**config.mk**
```make
export PLATFORM = sky130hd
export DESIGN_NAME = button_conditioner
export DESIGN_NICKNAME = d
export VERILOG_FILES = /design/src/rtl/button_pkg.sv /design/src/rtl/debounce_cell.sv /design/src/rtl/button_conditioner.sv
export SDC_FILE = /design/constraint.sdc
export NUM_CORES = 1
export LEC_CHECK = 0
export ABC_AREA = 1
export CAP_MARGIN = 0
export CORE_ASPECT_RATIO = 0.9
export CORE_MARGIN = 4
export CORE_UTILIZATION = 45
export DETAILED_ROUTE_END_ITERATION = 7
export GPL_ROUTABILITY_DRIVEN = 0
export HOLD_SLACK_MARGIN = 0.03
export PLACE_DENSITY = 0.63
export SLEW_MARGIN = 20
export SYNTH_ARGS = -nofsm -noshare
export SYNTH_HDL_FRONTEND = slang
export SYNTH_HIERARCHICAL = 1
export SYNTH_SLANG_ARGS = --single-unit
```
**constraint.sdc**
```tcl
create_clock -name sys_clk -period 1.7 [get_ports sys_clk]
set_input_delay 0.34 -clock sys_clk [delete_from_list [all_inputs] [get_ports sys_clk]]
set_output_delay 0.34 -clock sys_clk [all_outputs]
set_load 0.02 [all_outputs]
```
**src/rtl/button_pkg.sv**
```systemverilog
// Shared constants for the button conditioning front end: default timing,
// power FSM encoding and bit positions of the manual-driving buttons.
package button_pkg;

    localparam int TICK_CYCLES_DEF    = 100_000;
    localparam int DEBOUNCE_TICKS_DEF = 20;
    localparam int HOLD_TICKS_DEF     = 1000;

    localparam logic [1:0] ST_IDLE    = 2'b00;
    localparam logic [1:0] ST_PRESSED = 2'b01;
    localparam logic [1:0] ST_LONG    = 2'b10;

    localparam int NUM_MOVE     = 6;
    localparam int BTN_FORWARD  = 0;
    localparam int BTN_BACKWARD = 1;
    localparam int BTN_LEFT     = 2;
    localparam int BTN_RIGHT    = 3;
    localparam int BTN_PLACE    = 4;
    localparam int BTN_DESTROY  = 5;

endpackage

```
**src/rtl/debounce_cell.sv**
```systemverilog
// One debounced input: two-flop synchroniser, tick-based persistence counter
// and the accepted (stable) level register.
module debounce_cell
    import button_pkg::*;
#(
    parameter int DEBOUNCE_TICKS = DEBOUNCE_TICKS_DEF
) (
    input  logic sys_clk,
    input  logic rst_n,
    input  logic tick,
    input  logic btn_raw,
    output logic level
);

    localparam int CNT_W = (DEBOUNCE_TICKS > 1) ? $clog2(DEBOUNCE_TICKS) : 1;
    localparam logic [CNT_W-1:0] CNT_LAST = CNT_W'(DEBOUNCE_TICKS - 1);

    logic             meta_reg;
    logic             sync_reg;
    logic             stable_reg;
    logic [CNT_W-1:0] cnt_reg;

    always_ff @(posedge sys_clk or negedge rst_n) begin
        if (!rst_n) begin
            meta_reg   <= 1'b0;
            sync_reg   <= 1'b0;
            stable_reg <= 1'b0;
            cnt_reg    <= '0;
        end else begin
            meta_reg <= btn_raw;
            sync_reg <= meta_reg;
            // Any return to the accepted level restarts the persistence count.
            if (sync_reg == stable_reg) begin
                cnt_reg <= '0;
            end else if (tick) begin
                if (cnt_reg == CNT_LAST) begin
                    stable_reg <= sync_reg;
                    cnt_reg    <= '0;
                end else begin
                    cnt_reg <= cnt_reg + CNT_W'(1);
                end
            end
        end
    end

    assign level = stable_reg;

endmodule

```
**src/rtl/button_conditioner.sv**
```systemverilog
// Conditions the power and movement buttons: shared tick prescaler, seven
// debounce cells, rise detectors and the long/short power-press classifier.
module button_conditioner
    import button_pkg::*;
#(
    parameter int TICK_CYCLES    = TICK_CYCLES_DEF,
    parameter int DEBOUNCE_TICKS = DEBOUNCE_TICKS_DEF,
    parameter int HOLD_TICKS     = HOLD_TICKS_DEF
) (
    input  logic                sys_clk,
    input  logic                rst_n,
    input  logic                power_btn_raw,
    input  logic [NUM_MOVE-1:0] move_btn_raw,
    output logic                power_level,
    output logic                power_on_1sec,
    output logic                power_off_pulse,
    output logic [NUM_MOVE-1:0] move_level,
    output logic [NUM_MOVE-1:0] move_rise
);

    localparam int PW = (TICK_CYCLES > 1) ? $clog2(TICK_CYCLES) : 1;
    localparam logic [PW-1:0] PRESC_LAST = PW'(TICK_CYCLES - 1);
    localparam int HW = $clog2(HOLD_TICKS + 1);
    localparam logic [HW-1:0] HOLD_MAX = HW'(HOLD_TICKS);

    logic [PW-1:0]       presc_reg;
    logic                tick;
    logic                pl;
    logic [NUM_MOVE-1:0] move_stable;
    logic [NUM_MOVE-1:0] stable_d_reg;
    logic [NUM_MOVE-1:0] move_rise_reg;
    logic [1:0]          state_reg;
    logic [HW-1:0]       hold_reg;
    logic [HW-1:0]       hold_next;
    logic                power_on_reg;
    logic                power_off_reg;

    always_ff @(posedge sys_clk or negedge rst_n) begin
        if (!rst_n) begin
            presc_reg <= '0;
        end else if (presc_reg == PRESC_LAST) begin
            presc_reg <= '0;
        end else begin
            presc_reg <= presc_reg + PW'(1);
        end
    end

    assign tick = (presc_reg == PRESC_LAST);

    debounce_cell #(
        .DEBOUNCE_TICKS (DEBOUNCE_TICKS)
    ) u_power_cell (
        .sys_clk (sys_clk),
        .rst_n   (rst_n),
        .tick    (tick),
        .btn_raw (power_btn_raw),
        .level   (pl)
    );

    generate
        for (genvar gi = 0; gi < NUM_MOVE; gi++) begin : g_move
            debounce_cell #(
                .DEBOUNCE_TICKS (DEBOUNCE_TICKS)
            ) u_move_cell (
                .sys_clk (sys_clk),
                .rst_n   (rst_n),
                .tick    (tick),
                .btn_raw (move_btn_raw[gi]),
                .level   (move_stable[gi])
            );
        end
    endgenerate

    always_ff @(posedge sys_clk or negedge rst_n) begin
        if (!rst_n) begin
            stable_d_reg  <= '0;
            move_rise_reg <= '0;
        end else begin
            stable_d_reg  <= move_stable;
            move_rise_reg <= move_stable & ~stable_d_reg;
        end
    end

    // Saturating increment keeps hold meaningful even if the press lingers.
    assign hold_next = (hold_reg == HOLD_MAX) ? hold_reg : hold_reg + HW'(1);

    always_ff @(posedge sys_clk or negedge rst_n) begin
        if (!rst_n) begin
            state_reg     <= ST_IDLE;
            hold_reg      <= '0;
            power_on_reg  <= 1'b0;
            power_off_reg <= 1'b0;
        end else begin
            power_on_reg  <= 1'b0;
            power_off_reg <= 1'b0;
            case (state_reg)
                ST_IDLE: begin
                    if (pl) begin
                        hold_reg  <= '0;
                        state_reg <= ST_PRESSED;
                    end
                end
                ST_PRESSED: begin
                    if (tick) begin
                        hold_reg <= hold_next;
                    end
                    // Release wins over a long-press tick landing in the same cycle.
                    if (!pl) begin
                        power_off_reg <= 1'b1;
                        state_reg     <= ST_IDLE;
                    end else if (tick && (hold_next == HOLD_MAX)) begin
                        power_on_reg <= 1'b1;
                        state_reg    <= ST_LONG;
                    end
                end
                ST_LONG: begin
                    if (!pl) begin
                        state_reg <= ST_IDLE;
                    end
                end
                default: begin
                    state_reg <= ST_IDLE;
                end
            endcase
        end
    end

    assign power_level     = pl;
    assign power_on_1sec   = power_on_reg;
    assign power_off_pulse = power_off_reg;
    assign move_level      = move_stable;
    assign move_rise       = move_rise_reg;

endmodule

```
# Word-level counts from Yosys, hierarchy flattened
# Cells that the tools add are included.
# W data, S select, Z words.
# totals
regBits,99
in_bits,9
output_inout_bits,15
wordCells,131
# op_classes
n_addsub,9
n_eq_ne,23
muxes,36
n_bitwise,9
n_reduce_logical,19
# ops
operator,count
$mux W5,21
$add A5 B1 Y5 const B,7
$eq A5 B5 Y1 const B,7
$mux W10,3
$reduce_and A3 Y1,9
$eq A10 B10 Y1 const B,2
$pmux W10 S2,1
$add A17 B1 Y17 const B,1
$eq A17 B17 Y1 const B,1
$mux W17,1
$reduce_bool A2 Y1,8
$add A10 B1 Y10 const B,1
$mux W2,4
$eq A1 B1 Y1,7
$not A1 Y1,7
$and A6 B6 Y6,1
$not A6 Y6,1
$pmux W2 S3,1
$mux W1,5
$ne A2 B2 Y1 const B,2
$ne A3 B3 Y1 const B,1
$eq A2 B1 Y1 const B,1
$eq A2 B2 Y1 const B,1
$logic_not A2 Y1,1
other kinds (2),2

# Longest topological paths before layout
# Gate-level depths: netlist of run 1.
# logic_depth
ltp_word,7
mapped_depth,12
depth_no_buf,12

# By module
# The synthesis of run 1 kept the hierarchy.
# by_module_without_submodules
module,instances,cells_each,area_per_inst_um2,seq_area_each_um2
debounce_cell,7,53,445.4,200.2
button_conditioner,1,268,2180.8,1076.0

# Least setup slack after synthesis of run 1
# No wires, ideal clock.
# synth_timing
path_type,register -> register
startpoint,register presc_reg[0]
endpoint,register hold_reg[5]
setup_time_ns,0.074
arrival_ns,1.787
required_ns,1.626
slack_ns,-0.161
stages_incl_launch_ff,13
n_path_buf,1
period_less_slack_ns,1.861
path_cell_list,dfrtp_1 > ha_1 > nand2_1 > inv_2 > nand2_1 > inv_2 > nand3_2 > inv_2 > nand2_4 > nand2_4 > buf_12 > nand3_1 > o21ai_2
# synth_via
elab_chain_cells,3
# synth_lines
element,line_no,source
"start, declared",button_conditioner.sv:26,logic [PW-1:0] presc_reg;
"start signal, assigned",button_conditioner.sv:44,presc_reg <= presc_reg + PW'(1);
$eq A17 B17 Y1,button_conditioner.sv:48,assign tick = (presc_reg == PRESC_LAST);
net tick,button_conditioner.sv:27,logic tick;
$ne A2 B2 Y1 (no line),n/a,
$reduce_and A3 Y1 (no line),n/a,
"end signal, assigned",button_conditioner.sv:105,hold_reg <= hold_next;
"end, declared",button_conditioner.sv:33,logic [HW-1:0] hold_reg;
# The timed path passes the listed nets, and every way through them passes these cells.
# A chain may end at the register's enable or synchronous reset.

# Worst setup path in the final report of run 1
# layout_timing
startpoint,register presc_reg[1]
endpoint,register g_move[3].u_move_cell.cnt_reg[1]
# layout_via
elab_chain_cells,2
# layout_lines
element,line_no,source
$eq A17 B17 Y1,button_conditioner.sv:48,
net tick,button_conditioner.sv:27,
$reduce_bool A2 Y1 (no line),n/a,
"end signal, assigned",debounce_cell.sv:40,cnt_reg <= cnt_reg + CNT_W'(1);
"end, declared",debounce_cell.sv:21,logic [CNT_W-1:0] cnt_reg;
# The timed path passes the listed nets, and every way through them passes these cells.

==> impl_metrics.tcl, run 1 <==
set metrics [dict create \
    outcome "finished, final reports clean" \
    r2r_slack_ns 0.02 \
    worstSetupStartpoint "presc_reg[1]" \
    final_cells 852 \
    ant_nets 0 \
    worstPathArrival_ns 1.95 \
    worstSetupPathDepth 11 \
    yosys.area_share.simple_pct 34.40 \
    die_y_um 110.9 \
    netlist_area_sq_um 5299 \
    synth_edf_count 0 \
    fin_skew_ns 0.009152 \
    cellLeakagePower_nw 3.119 \
    power_density_nw_per_um2 698.0 \
    drt_iter0_drc 254 \
    synth_top_family_by_area "simple AND/OR/NAND/NOR gates" \
    overflow 0 \
    antenna_found_initial 0 \
    dp_hpwl_um 6968 \
    min_from "u_power_cell/meta_reg" \
    setup_violations 0 \
    wirelength_um 9938 \
    setup-tns-final_ns 0 \
    yosys.area.top_type_share_pct 46.75 \
    fin_crit_ns 1.676 \
    seqCellArea_sq_um 2482 \
    grt_first_pass_wirelength_um 16940 \
    cts-root-buf "clkbuf_16" \
    drc 0 \
    critPathBufInv 4 \
    syn_area_per_cell_sq_um 8.292 \
    rows 37 \
    period_share_pct 98.56 \
    n_antenna_cell 0 \
    worst_path_largest_cell_delay_ns 0.41 \
    ys.flop_type "dfrtp_1" \
    synth_seq_cells 99 \
    grt_pass1_vias 3903 \
    slowest_stage "dfrtp_1" \
    synth-compound-area-share_pct 3.896 \
    dieArea_sq_um 13580 \
    start_kind "flop" \
    port_buffers 23 \
    r2r-end "g_move[3].u_move_cell/cnt_reg[1]" \
    ys_seq_area_share_pct 46.75 \
    critPathMaxFanout 7 \
    synth-adder-area-share_pct 2.361 \
    yosys.area_share.xor_xnor_pct 3.140 \
    coreArea_sq_um 11480 \
    reg2reg_from "presc_reg[1]" \
    worstMarginPinSlew_ns 0.4504 \
    min_path_type "flop to flop" \
    cts_buffers 9 \
    clk_pin_slew_ns 0.07 \
    reg2reg_depth 11 \
    track_usage_pct 15.33 \
    vias 4065 \
    grt_max_degree 52 \
    h-tree-depth 3 \
    cts_tree "built" \
    cts_buffer_depth 2 \
    multi_input_area_sq_um 2441 \
    final_cell_area_sq_um 6326 \
    slew_headroom_pct 69.70 \
    initial_core_util_pct 46.15 \
    post-place-cells 827 \
    synth_cell_types 32 \
    final_nets 711 \
    place_area_sq_um 5808 \
    io_pins 24 \
    hold_viol 0 \
    dr.pass1.iters 4 \
    wire_per_inst_um 11.66 \
    finalMaxSlewViolations 0 \
    fmax_mhz 596.8 \
    n_fill_cell 1045 \
    clock_latency_ns 0.35 \
    via_per_inst 4.771 \
    synth_warnings 6 \
    synth_area_leader_cell "dfrtp_1" \
    synth_nets 658 \
    synth_area_leaders "dfrtp_1 (47%), nand2_1 (13%), inv_1 (5.2%)" \
    largest_register_ffs 30 \
    crit_type "flop to flop" \
    async_flop_share_pct 100.0 \
    syn_inst 639 \
    crit_required_ns 1.98 \
    drive_gt1_share_pct 22.70 \
    die_width_um 122.4 \
    vdd_drop_max_v 0.0004661 \
    path_cells "ha_2, nand2_1, inv_2, nand2_4, inv_4, nand3_4, clkinv_8, clkbuf_16, nor2_4, nand2_1, o21ai_1" \
    clkSinkCount 99 \
    critPathMostFrequentCell "nand2_1" \
    critPathTopFamily "simple AND/OR/NAND/NOR gates" \
    cap_violations 0 \
    end_kind "flop" \
    syn_to_final_growth_pct 19.39 \
    rsz0062_at_grt "yes" \
    muxShareOfSynthArea_pct 0 \
    critPathCapture "g_move[3].u_move_cell/cnt_reg[1]" \
]
==> metrics by stage <==
stage	util (%)	total power [mW]	hold slack, ns	setup WS, ns
detailed placement	50.59	2.543	0.2249	-0.05315
CTS	53.30	4.482	0.3503	0.01116
global route	55.10	4.602	0.3518	-0.08669
global placement	50.59	2.541	0.2209	0.03421
floorplan	-	2.456	0.04441	0.01687
finish	55.10	4.416	0.3495	0.02446
==> area by class of cell <==
class	instances	area share [%]
clock inverter	5	0.6329
multi-input combinational	430	38.59
tap	156	3.085
clock buffer	10	3.778
timing repair buffer	51	8.169
inverter	101	6.507
sequential	99	39.24
==> power by group <==
group          total (mW)  internal [mW]  switching, mW
sequential           2.38           2.37        0.00827
combinational       0.122         0.0400         0.0822
clock                1.91           1.03          0.886
==> cells by family after synthesis <==
group                      after synthesis
and+or+nand+nor                        368
xor gates and xnor gates                19
buffers and inverters                  110
adders and majority gates               10
AOI/OAI and AO/OA                       33
DFF                                     99
==> layer usage <==
metal / wire length, um / vias up / track usage, %
met5: 0 / - / 0
met4: 167 / 0 / 5.000
met3: 373 / 15 / 5.000
met2: 4857 / 54 / 24.54
met1: 4538 / 1901 / 19.57
li1: - / 2095 / -
==> worst reg2reg max path, delay by kind of cell, from the launching register on <==
| kind | cells | cell delay, ns |
|---|---|---|
| and+or+nand+nor | 5 | 0.52 |
| DFF | 1 | 0.41 |
| buffers and inverters | 4 | 0.40 |
| adders and majority gates | 1 | 0.20 |
| AOI/OAI and AO/OA | 1 | 0.09 |
==> cell usage after synthesis, types with 10 or more instances <==
cell type / count
nand3_1: 38
ha_1: 10
xor2_1: 17
dfrtp_1: 99
nor2_4: 14
nand2_2: 22
nand2_1: 187
inv_2: 19
nand4_1: 23
nor2_1: 45
inv_1: 73
==> what timing repair did <==
| action | 4_1_cts | 5_1_grt |
|---|---|---|
| setup endpoints to repair | 32 | 42 |
| gates cloned | 0 | 1 |
| hold endpoints to repair | 13 | 0 |
| setup buffers | 2 | 6 |
| resized for setup | 7 | 34 |
| pin swaps | 0 | 6 |
| hold buffers | 1 | 0 |
==> worst min-delay path by stage <==
stage / endpoint / slack, ns / cells past startpoint
after global routing: u_power_cell/sync_reg / 0.35 / 0
after CTS: u_power_cell/sync_reg / 0.35 / 0
after global placement: g_move[1].u_move_cell/cnt_reg[3] / 0.22 / 1
after detailed placement: g_move[1].u_move_cell/cnt_reg[2] / 0.22 / 1
final: u_power_cell/sync_reg / 0.35 / 0
after floorplan: g_move[0].u_move_cell/cnt_reg[0] / 0.04 / 0
==> cell usage in the layout (no fill, tap or decap), types with 10 or more instances in the layout <==
master           netlist  routed
clkbuf_16              0      10
nor2_4                14      22
inv_1                 73      71
nand3_1               38      37
nand2_2               22      23
inv_2                 19      19
clkdlybuf4s50_1        0      16
nand4_1               23      23
xor2_1                17      17
buf_4                  0      21
nand2_1              187     185
dfrtp_1               99      95
nand2_4                9      10
nor2_1                45      42
Note: power is estimated with default switching activity, not from simulation.
==> inputs of run 2 (changes only) <==
--- a/config.mk
+++ b/config.mk
@@ -8,12 +8,13 @@
 export ABC_AREA = 1
 export CAP_MARGIN = 0
 export CORE_ASPECT_RATIO = 0.9
-export CORE_MARGIN = 4
+export CORE_MARGIN = 1
 export CORE_UTILIZATION = 45
 export DETAILED_ROUTE_END_ITERATION = 7
 export GPL_ROUTABILITY_DRIVEN = 0
 export HOLD_SLACK_MARGIN = 0.03
 export PLACE_DENSITY = 0.63
+export SKIP_LAST_GASP = 1
 export SLEW_MARGIN = 20
 export SYNTH_ARGS = -nofsm -noshare
 export SYNTH_HDL_FRONTEND = slang
==> run 2 against run 1 <==
Fmax is 0.62% lower. Core utilization is 0.050 points lower. Setup slack worse by 0.010 ns. Clock skew is 0.0040 ns lower. Hold slack worse by 0.31 ns. Flip-flop and latch count stayed put. Non-clock buffer count is 2 higher. Clock-buffer cell count is 2 higher. Sequential power hardly changed. Clock power is 8% higher. Final area is 0.49% lower. Via count is 2.1% higher. Highest routed layer unchanged.
==> impl_metrics.tcl, run 2 (synthesis results as in run 1) <==
set metrics [dict create \
    cellLeakagePower_nw 3.177 \
    drt_iter0_drc 283 \
    worstPathArrival_ns 1.91 \
    wire_per_inst_um 11.67 \
    setup_violations 0 \
    io_pins 24 \
    fmax_mhz 593.1 \
    h-tree-depth 3 \
    cts_tree "built" \
    finalMaxSlewViolations 0 \
    final_cells 856 \
    antenna_found_initial 0 \
    rsz0062_at_grt "yes" \
    layout_common_cells "nand2_1 (184), dfrtp_1 (97), inv_1 (71), nor2_1 (38), nand3_1 (36)" \
    cap_violations 0 \
    dr.pass1.iters 4 \
    grt_pass1_vias 3936 \
    dieArea_sq_um 12210 \
    n_antenna_cell 0 \
    min_path_type "input pin to asynchronous set/reset pin" \
    coreArea_sq_um 11430 \
    overflow 0 \
    post-place-cells 831 \
    start_kind "flop" \
    fin_crit_ns 1.686 \
    route.met3.wl_um 368 \
    initial_core_util_pct 46.34 \
    crit_required_ns 1.93 \
    vdd_drop_max_v 0.0005909 \
    hold_viol 0 \
    die_width_um 116.4 \
    critPathMaxFanout 3 \
    vias 4150 \
    clkSinkCount 99 \
    wl_met2_um 4940 \
    n_fill_cell 1047 \
    port_buffers 23 \
    cts_buffer_depth 2 \
    dp_hpwl_um 6667 \
    grt_max_degree 100 \
    period_share_pct 99.18 \
    cts_buffers 9 \
    place_area_sq_um 5801 \
    ant_nets 0 \
    mostFrequentLayoutCell "nand2_1" \
    clk_pin_slew_ns 0.07 \
    wirelength_um 9990 \
    wl_met1_um 4483 \
    power_density_nw_per_um2 724.2 \
    via_per_inst 4.848 \
    rows 37 \
    cts-root-buf "clkbuf_16" \
    end_kind "flop" \
    top_layer "met4" \
    setup-tns-final_ns 0 \
    track_usage_pct 17.51 \
    outcome "finished, final reports clean" \
    ctsHoldBuffers 0 \
    clock_latency_ns 0.34 \
    place_ws_ns -0.02941 \
    final_cell_area_sq_um 6295 \
    crit_type "flop to flop" \
    slew_headroom_pct 64.86 \
    die_y_um 104.9 \
    final_nets 714 \
    drive_gt1_share_pct 23.86 \
    fin_skew_ns 0.005142 \
    grt_first_pass_wirelength_um 16930 \
    utilization_pct 55.05 \
    layout_setup_ws_ns 0.01400 \
    drc 0 \
    syn_to_final_growth_pct 18.80 \
    largest_register_ffs 30 \
    worstMarginPinSlew_ns 0.5271 \
]
run 2: timing repair:
action	CTS	global route
setup endpoints to repair	13	56
resized for setup	11	28
buffers inserted	0	8
cloned	0	1
pin swaps	0	12
run 2: metal layers:
layer / vias up / GRT usage (%)
li1: 2092 / -
met1: 1958 / 21.18
met2: 86 / 29.37
met3: 14 / 4.350
met4: 0 / 7.326
met5: - / 0
run 2: cell type report:
type	instances	area [sq um]	share of cell area, %
multi-input cells	430	2430	38.60
inverters	101	411.6	6.539
flip-flops and latches	99	2480	39.40
well taps	156	195.2	3.101
repair inverters	1	8.758	0.1391
clock inverters	4	48.80	0.7752
repair buffers	53	464.2	7.374
clock buffers	12	256.5	4.075
run 2: report_power, final:
group | internal, mW | switching [mW]
logic | 0.0322 | 0.0766
registers | 2.37 | 0.00849
clock network | 1.22 | 0.850
total | 3.62 | 0.935
run 2: path summary, 6_finish.rpt:
path	from	slack (ns)	cells after the start	end
worst max-delay path	presc_reg[1]	0.01	11	presc_reg[12]
worst min-delay path	rst_n	0.04	2	g_move[1].u_move_cell/cnt_reg[2]
worst max register to register	presc_reg[1]	0.01	11	presc_reg[12]
worst min register to register	g_move[3].u_move_cell/meta_reg	0.34	0	g_move[3].u_move_cell/sync_reg
max in group asynchronous	rst_n	1.25	2	hold_reg[0]
min in group sys_clk	g_move[3].u_move_cell/meta_reg	0.34	0	g_move[3].u_move_cell/sync_reg
run 2: per-stage QoR:
stage	hold WS (ns)	power, mW
3_3_place_gp	0.3367	2.536
3_5_place_dp	0.3364	2.536
6_report	0.04398	4.558
5_1_grt	0.08452	4.732
2_1_floorplan	0.04441	2.456
4_1_cts	0.07618	4.624
run 2: critical path, stage by stage, from the launching register on:
cell and delay, ns:
dfrtp_1 0.35, ha_2 0.19, nand2_2 0.06, inv_2 0.09
nand2_4 0.07, buf_4 0.15, nor3_4 0.21, nand2_1 0.10
nor2_2 0.14, nand3_1 0.08, o211ai_1 0.09, inv_1 0.05
